--- src/rtl/pkg_palabras.sv ---
// Shared types and header field layout for the word-stream command sequencer.
package pkg_palabras;

  typedef enum logic [1:0] {StIdle, StPayload, StDrain, StError} state_e;

  typedef enum logic [1:0] {ErrNone, ErrHeader, ErrTimeout, ErrOverflow} err_e;

  typedef logic [3:0] opcode_t;

  localparam logic [7:0] MagicDefault = 8'hA5;

  localparam int unsigned MagicLsb = 24;
  localparam int unsigned OpLsb    = 20;
  localparam int unsigned DstLsb   = 16;
  localparam int unsigned LenLsb   = 0;

  function automatic logic hdr_ok(input logic [31:0] w, input logic [7:0] magic);
    return (w[MagicLsb +: 8] == magic) && (w[DstLsb +: 4] <= 4'd1);
  endfunction

endpackage

--- src/rtl/fifo_palabras.sv ---
// Synchronous word FIFO with flush; a push while full is accepted only alongside a pop.
module fifo_palabras #(
  parameter int unsigned DEPTH = 4
) (
  input  logic                       clk,
  input  logic                       rst,
  input  logic                       push,
  input  logic                       pop,
  input  logic                       flush,
  input  logic [31:0]                wdata,
  output logic [31:0]                rdata,
  output logic                       full,
  output logic                       empty,
  output logic [$clog2(DEPTH):0]     count
);

  localparam int unsigned AW = $clog2(DEPTH);

  logic [31:0]   mem [DEPTH];
  logic [AW-1:0] wptr_q, rptr_q;
  logic [AW:0]   cnt_q;
  logic          do_push, do_pop;

  assign empty   = (cnt_q == '0);
  assign full    = (cnt_q == (AW + 1)'(DEPTH));
  assign count   = cnt_q;
  assign rdata   = mem[rptr_q];
  assign do_pop  = pop & ~empty;
  assign do_push = push & (~full | do_pop);

  always_ff @(posedge clk or posedge rst) begin
    if (rst) begin
      wptr_q <= '0;
      rptr_q <= '0;
      cnt_q  <= '0;
    end else if (flush) begin
      wptr_q <= '0;
      rptr_q <= '0;
      cnt_q  <= '0;
    end else begin
      if (do_push) wptr_q <= wptr_q + 1'b1;
      if (do_pop)  rptr_q <= rptr_q + 1'b1;
      cnt_q <= cnt_q + (AW + 1)'(do_push) - (AW + 1)'(do_pop);
    end
  end

  // Storage needs no reset; only the pointers and count define validity.
  always_ff @(posedge clk) begin
    if (do_push && !flush) mem[wptr_q] <= wdata;
  end

endmodule

--- src/rtl/sched_palabras.sv ---
// Parses command headers from assembled words and streams payload to one of two engines.
module sched_palabras
  import pkg_palabras::*;
#(
  parameter int unsigned DEPTH   = 4,
  parameter int unsigned TIMEOUT = 1000,
  parameter logic [7:0]  MAGIC   = MagicDefault
) (
  input  logic        clk,
  input  logic        rst,
  input  logic [31:0] word_in,
  input  logic        word_valid,
  output logic [31:0] out_data,
  output logic [1:0]  out_valid,
  input  logic [1:0]  out_ready,
  output logic [3:0]  cur_op,
  output logic        busy,
  output logic        cmd_done,
  output logic [1:0]  err_code,
  output logic        asm_clear
);

  state_e      state_q;
  opcode_t     op_q;
  logic        dst_q;
  logic [7:0]  rem_q;
  logic [15:0] tmo_q;
  err_e        err_q;
  logic        done_q, clr_q;

  logic        active, push, pop, flush;
  logic        fifo_full, fifo_empty;
  logic [31:0] fifo_head;
  logic [$clog2(DEPTH):0] fifo_count;

  assign active = (state_q == StPayload) || (state_q == StDrain);
  assign pop    = active & ~fifo_empty & out_ready[dst_q];
  assign push   = (state_q == StPayload) & word_valid & (~fifo_full | pop);
  assign flush  = (state_q == StError);

  fifo_palabras #(
    .DEPTH (DEPTH)
  ) u_fifo (
    .clk   (clk),
    .rst   (rst),
    .push  (push),
    .pop   (pop),
    .flush (flush),
    .wdata (word_in),
    .rdata (fifo_head),
    .full  (fifo_full),
    .empty (fifo_empty),
    .count (fifo_count)
  );

  always_comb begin
    out_valid = 2'b00;
    if (active && !fifo_empty) out_valid = dst_q ? 2'b10 : 2'b01;
  end

  assign out_data  = (|out_valid) ? fifo_head : '0;
  assign cur_op    = op_q;
  assign busy      = (state_q != StIdle);
  assign cmd_done  = done_q;
  assign err_code  = err_q;
  assign asm_clear = clr_q;

  always_ff @(posedge clk or posedge rst) begin
    if (rst) begin
      state_q <= StIdle;
      op_q    <= '0;
      dst_q   <= 1'b0;
      rem_q   <= '0;
      tmo_q   <= '0;
      err_q   <= ErrNone;
      done_q  <= 1'b0;
      clr_q   <= 1'b0;
    end else begin
      done_q <= 1'b0;
      clr_q  <= 1'b0;
      unique case (state_q)
        StIdle: begin
          if (word_valid) begin
            if (hdr_ok(word_in, MAGIC)) begin
              op_q  <= word_in[OpLsb +: 4];
              dst_q <= word_in[DstLsb];
              rem_q <= word_in[LenLsb +: 8];
              err_q <= ErrNone;
              tmo_q <= '0;
              if (word_in[LenLsb +: 8] == 8'd0) done_q <= 1'b1;
              else state_q <= StPayload;
            end else begin
              err_q   <= ErrHeader;
              state_q <= StError;
            end
          end
        end
        StPayload: begin
          if (word_valid) begin
            if (fifo_full && !pop) begin
              err_q   <= ErrOverflow;
              state_q <= StError;
            end else begin
              tmo_q <= '0;
              rem_q <= rem_q - 8'd1;
              if (rem_q == 8'd1) state_q <= StDrain;
            end
          end else if (tmo_q >= 16'(TIMEOUT)) begin
            err_q   <= ErrTimeout;
            state_q <= StError;
          end else if (tmo_q != 16'hFFFF) begin
            tmo_q <= tmo_q + 16'd1;
          end
        end
        StDrain: begin
          if (word_valid) begin
            err_q   <= ErrOverflow;
            state_q <= StError;
          end else if (fifo_empty) begin
            done_q  <= 1'b1;
            state_q <= StIdle;
          end
        end
        StError: begin
          clr_q   <= 1'b1;
          state_q <= StIdle;
        end
        default: state_q <= StIdle;
      endcase
    end
  end

endmodule
--- config.mk ---
export PLATFORM = sky130hd
export DESIGN_NAME = sched_palabras
export DESIGN_NICKNAME = d
export VERILOG_FILES = /design/src/rtl/pkg_palabras.sv /design/src/rtl/fifo_palabras.sv /design/src/rtl/sched_palabras.sv
export SDC_FILE = /design/constraint.sdc
export NUM_CORES = 1
export LEC_CHECK = 0
export CAP_MARGIN = 20
export CORE_UTILIZATION = 39
export CTS_BUF_LIST = sky130_fd_sc_hd__clkbuf_4
export DETAILED_ROUTE_END_ITERATION = 8
export PLACE_DENSITY_LB_ADDON = 0.15
export SYNTH_ARGS = -nofsm -noshare
export SYNTH_HDL_FRONTEND = slang
export SYNTH_HIERARCHICAL = 1
export SYNTH_SLANG_ARGS = --single-unit
--- constraint.sdc ---
create_clock -name clk -period 3.33 [get_ports clk]
set_input_delay 0.999 -clock clk [delete_from_list [all_inputs] [get_ports clk]]
set_output_delay 0.999 -clock clk [all_outputs]
set_load 0.005 [all_outputs]
# ---- Yosys cells after proc, flatten, opt, wreduce, memory -nomap -nowiden
# Memory sizes are Yosys's and may differ from the RTL's.
# Index checks and enable logic that the tools add are counted.
# Widths: inputs -> output; s select.
dict set report word_totals {
  ff_bits 42
  mem_bits_rw 128
  inputBits 37
  out_inout_bits 43
  elab_cells 121
  n_memories 1
}
dict set report classes {
  add_sub_neg 6
  n_lt_le_gt_ge 3
  n_eq_ne 20
  muxes 48
  n_bitwise 10
  reduce_logical 22
}
# memory depth width read_ports rd_ports_with_merged_regs write_ports line
set memory_table {}
lappend memory_table {u_fifo.mem 4 32 1 0 1 fifo_palabras.sv:19} ;# logic [31:0] mem [DEPTH];
# operator n
set op_table {}
lappend op_table {{$mux 16} 6}
lappend op_table {{$mux 2} 20}
lappend op_table {{$mux 32} 1}
lappend op_table {{$mux 8} 4}
lappend op_table {{$pmux 16 s2} 1}
lappend op_table {{$add 16x1->16 const B} 1}
lappend op_table {{$ge 16x10->1 const B} 1}
lappend op_table {{$ne 16x16->1 const B} 1}
lappend op_table {{$pmux 8 s2} 1}
lappend op_table {{$reduce_and 5->1} 3}
lappend op_table {{$ne 3x3->1 const B} 4}
lappend op_table {{$mux 1} 11}
lappend op_table {{$ne 2x2->1 const B} 5}
lappend op_table {{$ne 3x2->1 const B} 3}
lappend op_table {{$eq 8x1->1 const B} 1}
lappend op_table {{$eq 8x8->1 const B} 1}
lappend op_table {{$logic_not 8->1} 1}
lappend op_table {{$pmux 2 s4} 1}
lappend op_table {{$reduce_bool 2->1} 4}
lappend op_table {{$sub 8x1->8 const B} 1}
lappend op_table {{$and 1x1->1} 6}
lappend op_table {{$pmux 2 s3} 1}
lappend op_table {{$reduce_and 6->1} 1}
lappend op_table {{$add 2x1->2 const B} 2}
lappend op_table {{20 further kinds} 28}

# ---- Logic depth before layout (Yosys ltp)
dict set report depth {
  depth_word 10
  ltp_mapped 12
  depth_no_buf 12
}

# ---- Cells and area by module
# The synthesis kept the hierarchy.
# mod instances cells_each area_each_um2 seq_area_each_um2
set by_module_without_submodules {}
lappend by_module_without_submodules {fifo_palabras 1 214 5116.2 4018.9}
lappend by_module_without_submodules {sched_palabras 1 257 2253.4 875.8}

# ---- Worst setup path after synthesis
# No wires, ideal clock.
dict set report synth_path {
  path_type {input port to flip-flop}
  startpoint {input port out_ready[1]}
  endpoint {memory u_fifo.mem[0][0] (enable)}
  setup_time_ns 0.392
  t_arrival_ns 2.677
  required_ns 2.938
  slack_ns 0.261
  cell_stages 5
  path_buffers 0
  path_cell_list {mux2i_1 > o21a_1 > nor3_1 > nor3b_1 > and2_1}
}
dict set report synth_via {
  elab_chain_len 9
  elab_cells_between_ends 11
  classes_between {mux (4); bitwise (6); reduce/logical (1)}
}
# element line
set synth_lines {}
lappend synth_lines {{start, declared} sched_palabras.sv:15} ;# input logic [1:0] out_ready,
lappend synth_lines {{$mux 1 (implied by the code) (2 in a row)} sched_palabras.sv:37} ;# assign pop = active & ~fifo_empty & out_ready[dst_q];
lappend synth_lines {{$and 1x1->1} sched_palabras.sv:37}
lappend synth_lines {{$or 1x1->1} sched_palabras.sv:38} ;# assign push = (state_q == StPayload) & word_valid & (~fifo_full | pop);
lappend synth_lines {{$and 1x1->1} sched_palabras.sv:38}
lappend synth_lines {{named net push} sched_palabras.sv:31} ;# logic active, push, pop, flush;
lappend synth_lines {{$and 1x1->1} fifo_palabras.sv:29} ;# assign do_push = push & (~full | do_pop);
lappend synth_lines {{$logic_and 1x1->1} fifo_palabras.sv:49} ;# if (do_push && !flush) mem[wptr_q] <= wdata;
lappend synth_lines {{$mux 1} fifo_palabras.sv:49}
lappend synth_lines {{$mux 1 (implied by the code)} fifo_palabras.sv:49}
lappend synth_lines {{end, declared} fifo_palabras.sv:19}
# The timed path passes the listed nets, and every way through them passes these cells. The select of a mux whose other input is x is not followed.

# ---- Worst setup path in the final report
dict set report layout_path {
  startpoint {register u_fifo.rptr_q[0]}
  endpoint {output port out_data[6]}
}
dict set report layout_via {
  elab_chain_len 2
}
# element line
set layout_lines {}
lappend layout_lines {{start, declared} fifo_palabras.sv:20} ;# logic [AW-1:0] wptr_q, rptr_q;
lappend layout_lines {{start signal, assigned} fifo_palabras.sv:42} ;# if (do_pop) rptr_q <= rptr_q + 1'b1;
lappend layout_lines {{$mem_v2 4x32} n/a}
lappend layout_lines {{named net fifo_head[6]} sched_palabras.sv:33} ;# logic [31:0] fifo_head;
lappend layout_lines {{$mux 32} sched_palabras.sv:61} ;# assign out_data = (|out_valid) ? fifo_head : '0;
lappend layout_lines {{end, declared} sched_palabras.sv:13} ;# output logic [31:0] out_data,
# The timed path passes the listed nets, and every way through them passes these cells.

==> flow_summary.json <==
{
  "combPwrFrac": 0.429,
  "yosys.cell_count.top_type": "sky130_fd_sc_hd__edfxtp_1",
  "postLayoutSetupSlackWorst_ps": 37.2,
  "timing.reg2reg.setup_slack_ps": 630,
  "cpPeakStageDelay_ps": 500,
  "postRouteWirelength_um": 16100,
  "cts.path.max_buffers": 2,
  "dp_worst_setup_slack_ps": -74.8,
  "cts.sink_count": 170,
  "dr_total_vias": 4490,
  "critical_path.reg2reg.startpoint": "state_q[0]$_DFFE_PP0P_",
  "clock_latency_ps": 540,
  "cellLeakagePower_nw": 3.46,
  "reg2regPathDepth": 11,
  "achievable-frequency_mhz": 304,
  "ant_nets": 0,
  "criticalPathCategory": "reg2out",
  "layout.core_utilization": 0.502,
  "endpoint_arrival_time_on_the_critical_path_ps": 2290,
  "synth_top_cell_by_area": "sky130_fd_sc_hd__edfxtp_1",
  "max-slew-margin-rel": 0.634,
  "netSwitchingPower_w": 0.00228,
  "fillers": 1588,
  "synth-edff-count": 128,
  "grt_pass1_vias": 4547,
  "synthDistinctLibCells": 62,
  "ys_dominant_reg_cell": "sky130_fd_sc_hd__edfxtp_1",
  "clk_pin_slew_ps": 140,
  "vias_per_cell": 5.33,
  "hold_path_startpoint": "tmo_q[13]$_DFFE_PP0P_",
  "die-area_um2": 19500,
  "ff_to_ff_end": "u_fifo/count[2]$_DFF_PP0_",
  "synth-seq-cells": 170,
  "largest_net_degree_at_the_start_of_global_routing": 36,
  "synthesis.yosys.warnings": 6,
  "htree_num_levels": 4,
  "report.final.hold_viol_count": 0,
  "layout-area-overhead-vs-synth_pct": 24.6,
  "regArea_um2": 4900,
  "clk_skew_ps": 17.1,
  "post_drt_wl_per_cell_um": 19.2,
  "min_delay_worst_endpoint": "tmo_q[13]$_DFFE_PP0P_",
  "drive_gt1_frac": 0.237,
  "period_needed_ps": 3290,
  "die-width_um": 139,
  "clock_power_share": 0.184,
  "max_cap_violation_count": 0,
  "grt_overflow_total": 0,
  "drt_pass1_iterations": 4,
  "tritoncts": "yes",
  "multi_input_logic_area_um2": 2350,
  "vdd_drop_max_v": 0.000463,
  "synth.top_cells.by_area": "sky130_fd_sc_hd__edfxtp_1 (52%), sky130_fd_sc_hd__dfrtp_1 (14%), sky130_fd_sc_hd__mux4_2 (9.8%), sky130_fd_sc_hd__and2_1 (3.7%), sky130_fd_sc_hd__ha_1 (2.2%)",
  "effective_utilization_at_floorplan": 0.403,
  "run_status": "finished clean",
  "synth.yosys.seq_area_share": 0.664,
  "asyncSetResetFlopFracSynth": 0.247,
  "path_max_fanout": 9,
  "final.hold.worst_slack_ps": 503,
  "nets": 650,
  "post_synth_inst_count": 471,
  "cp_cell_sequence": "buf_6, mux4_2, and2_1, clkdlybuf4s50_1",
  "design.core.area_um2": 18300,
  "postSynthNetCount": 522,
  "final-setup-viol-count": 0,
  "worst-endpoint-required_ps": 2330,
  "hold_path_depth": 1,
  "syn-mean-instance-area_um2": 15.6,
  "cts_buffer_count": 17,
  "port-buffer-count": 79,
  "min_period_over_period": 0.989,
  "timing.critical_path.from_type": "flop",
  "power-per-cell-area_nw_per_um2": 760,
  "dp_hpwl_um": 10500,
  "worst_setup_path_end_kind": "primary output",
  "antenna_violations_before_repair": 1,
  "clk_root_buffer_cell": "sky130_fd_sc_hd__clkbuf_4",
  "sw_frac": 0.327,
  "grt.total_usage": 0.176,
  "rd_place_congestion": 0.842,
  "holdCritPathClass": "reg2reg",
  "rsz_0062_raised_after_global_routing": "yes",
  "yosysTopAreaCellShare": 0.522,
  "worst_path_max_delay_cell": "sky130_fd_sc_hd__mux4_2",
  "die_height_um": 139,
  "final_max_slew_viol_count": 0,
  "drt_first_iter_violations": 251,
  "grt_first_pass_wirelength_um": 25800,
  "power_report.internal_total_w": 0.00470,
  "pin_count": 80,
  "drc": 0,
  "sequentialPowerShare": 0.387,
  "mappedNetlistArea_um2": 7370,
  "yosys-top-cells-count": "sky130_fd_sc_hd__edfxtp_1 (128), sky130_fd_sc_hd__and2_1 (43), sky130_fd_sc_hd__dfrtp_1 (42), sky130_fd_sc_hd__mux4_2 (32), sky130_fd_sc_hd__nor2_1 (31)",
  "worst_pin_slew_ps": 548,
  "number_of_rows_in_the_core_area": 49
}
layout by cell type (no fill, tap or decap), types with 13 or more instances in the layout:
master                              n
sky130_fd_sc_hd__a21oi_1           14
sky130_fd_sc_hd__and2_1            36
sky130_fd_sc_hd__buf_4             35
sky130_fd_sc_hd__clkbuf_4          20
sky130_fd_sc_hd__clkdlybuf4s50_1   50
sky130_fd_sc_hd__dfrtp_1           37
sky130_fd_sc_hd__dlygate4sd2_1     28
sky130_fd_sc_hd__edfxtp_1         128
sky130_fd_sc_hd__inv_1             13
sky130_fd_sc_hd__mux4_2            32
sky130_fd_sc_hd__nor2_1            31
sky130_fd_sc_hd__o21ai_0           14
power by group through the flow:
stage          logic [W]  clock network [W]  registers, W
2_1_floorplan    0.00159                  0       0.00268
3_3_place_gp     0.00279                  0       0.00274
3_5_place_dp     0.00282                  0       0.00274
4_1_cts          0.00301            0.00133       0.00270
5_1_grt          0.00329            0.00139       0.00273
6_report         0.00299            0.00129       0.00270
cells by family after synthesis:
kind of cell,after synthesis,share of synthesized area
AND/OR/NAND/NOR,138,0.106
adder cells (fa/ha/maj),14,0.0248
XOR/XNOR,4,0.00475
buffers and inverters,35,0.0229
flip-flops,170,0.664
AO/OA/AOI/OAI,65,0.0598
multiplexers,45,0.118
critical path, delay by kind of cell (launching register included):
family / cells / cell delay, ps
buffers and inverters: 2 / 650
and+or+nand+nor: 1 / 160
muxes: 1 / 500
DFF: 1 / 440
per-layer routing:
layer,global-route usage,vias to the layer above,part of all wire
met1,0.242,2289,0.46
met2,0.283,115,0.48
met3,0.0392,13,0.050
li1,-,2073,-
met5,0,-,0
met4,0.0456,0,0.010
registers in the layout (all words and copies together) (netlist names):
signal	flops
u_fifo/rptr_q	2
asm_clear	1
state_q	2
tmo_q	16
u_fifo/mem	128
rem_q	8
err_code	2
u_fifo/count	3
u_fifo/wptr_q	2
cmd_done	1
cur_op	4
dst_q	1
cell type report:
cell class,count,share of cell area
Multi-Input combinational cell,266,0.256
Clock buffer,20,0.0164
Antenna cell,1,0.000273
Timing Repair Buffer,127,0.138
Tap cell,229,0.0312
Sequential cell,170,0.534
Inverter,17,0.00695
Clock inverter,12,0.0177
worst max path at each step:
stage               depth (start not counted)                         end  slack, ps                         start
floorplan                                   5  u_fifo/mem[0][0]$_DFFE_PP_        260                  out_ready[1]
global placement                           11   u_fifo/count[2]$_DFF_PP0_         70                  out_ready[1]
detailed placement                         11   u_fifo/count[2]$_DFF_PP0_        -70                  out_ready[1]
CTS                                         7                 out_data[9]       -120        state_q[0]$_DFFE_PP0P_
global route                                4                 out_data[6]        -90  u_fifo/rptr_q[0]$_DFFE_PP0P_
finish                                      4                 out_data[6]         40  u_fifo/rptr_q[0]$_DFFE_PP0P_
through the flow:
stage | power [W] | cells | setup TNS (ps) | cell area (um^2)
3_5_place_dp | 0.00557 | 795 | -97.0 | 8690
3_3_place_gp | 0.00553 | 795 | 0 | 8690
4_1_cts | 0.00704 | 836 | -544 | 9150
5_1_grt | 0.00742 | 842 | -1110 | 9180
6_report | 0.00698 | 842 | 0 | 9180
2_1_floorplan | 0.00427 | 471 | 0 | 7370
what timing repair did:
item / in CTS / in global routing
setup endpoints to repair: 34 / 6
buffers inserted: 7 / 6
gates cloned: 2 / 1
resized for setup: 42 / 6
pin swaps: 0 / 1
hold buffers: 0 / 0
endpoints found under the hold margin: 0 / 0
No activity file was read; power rests on OpenSTA's default activity.
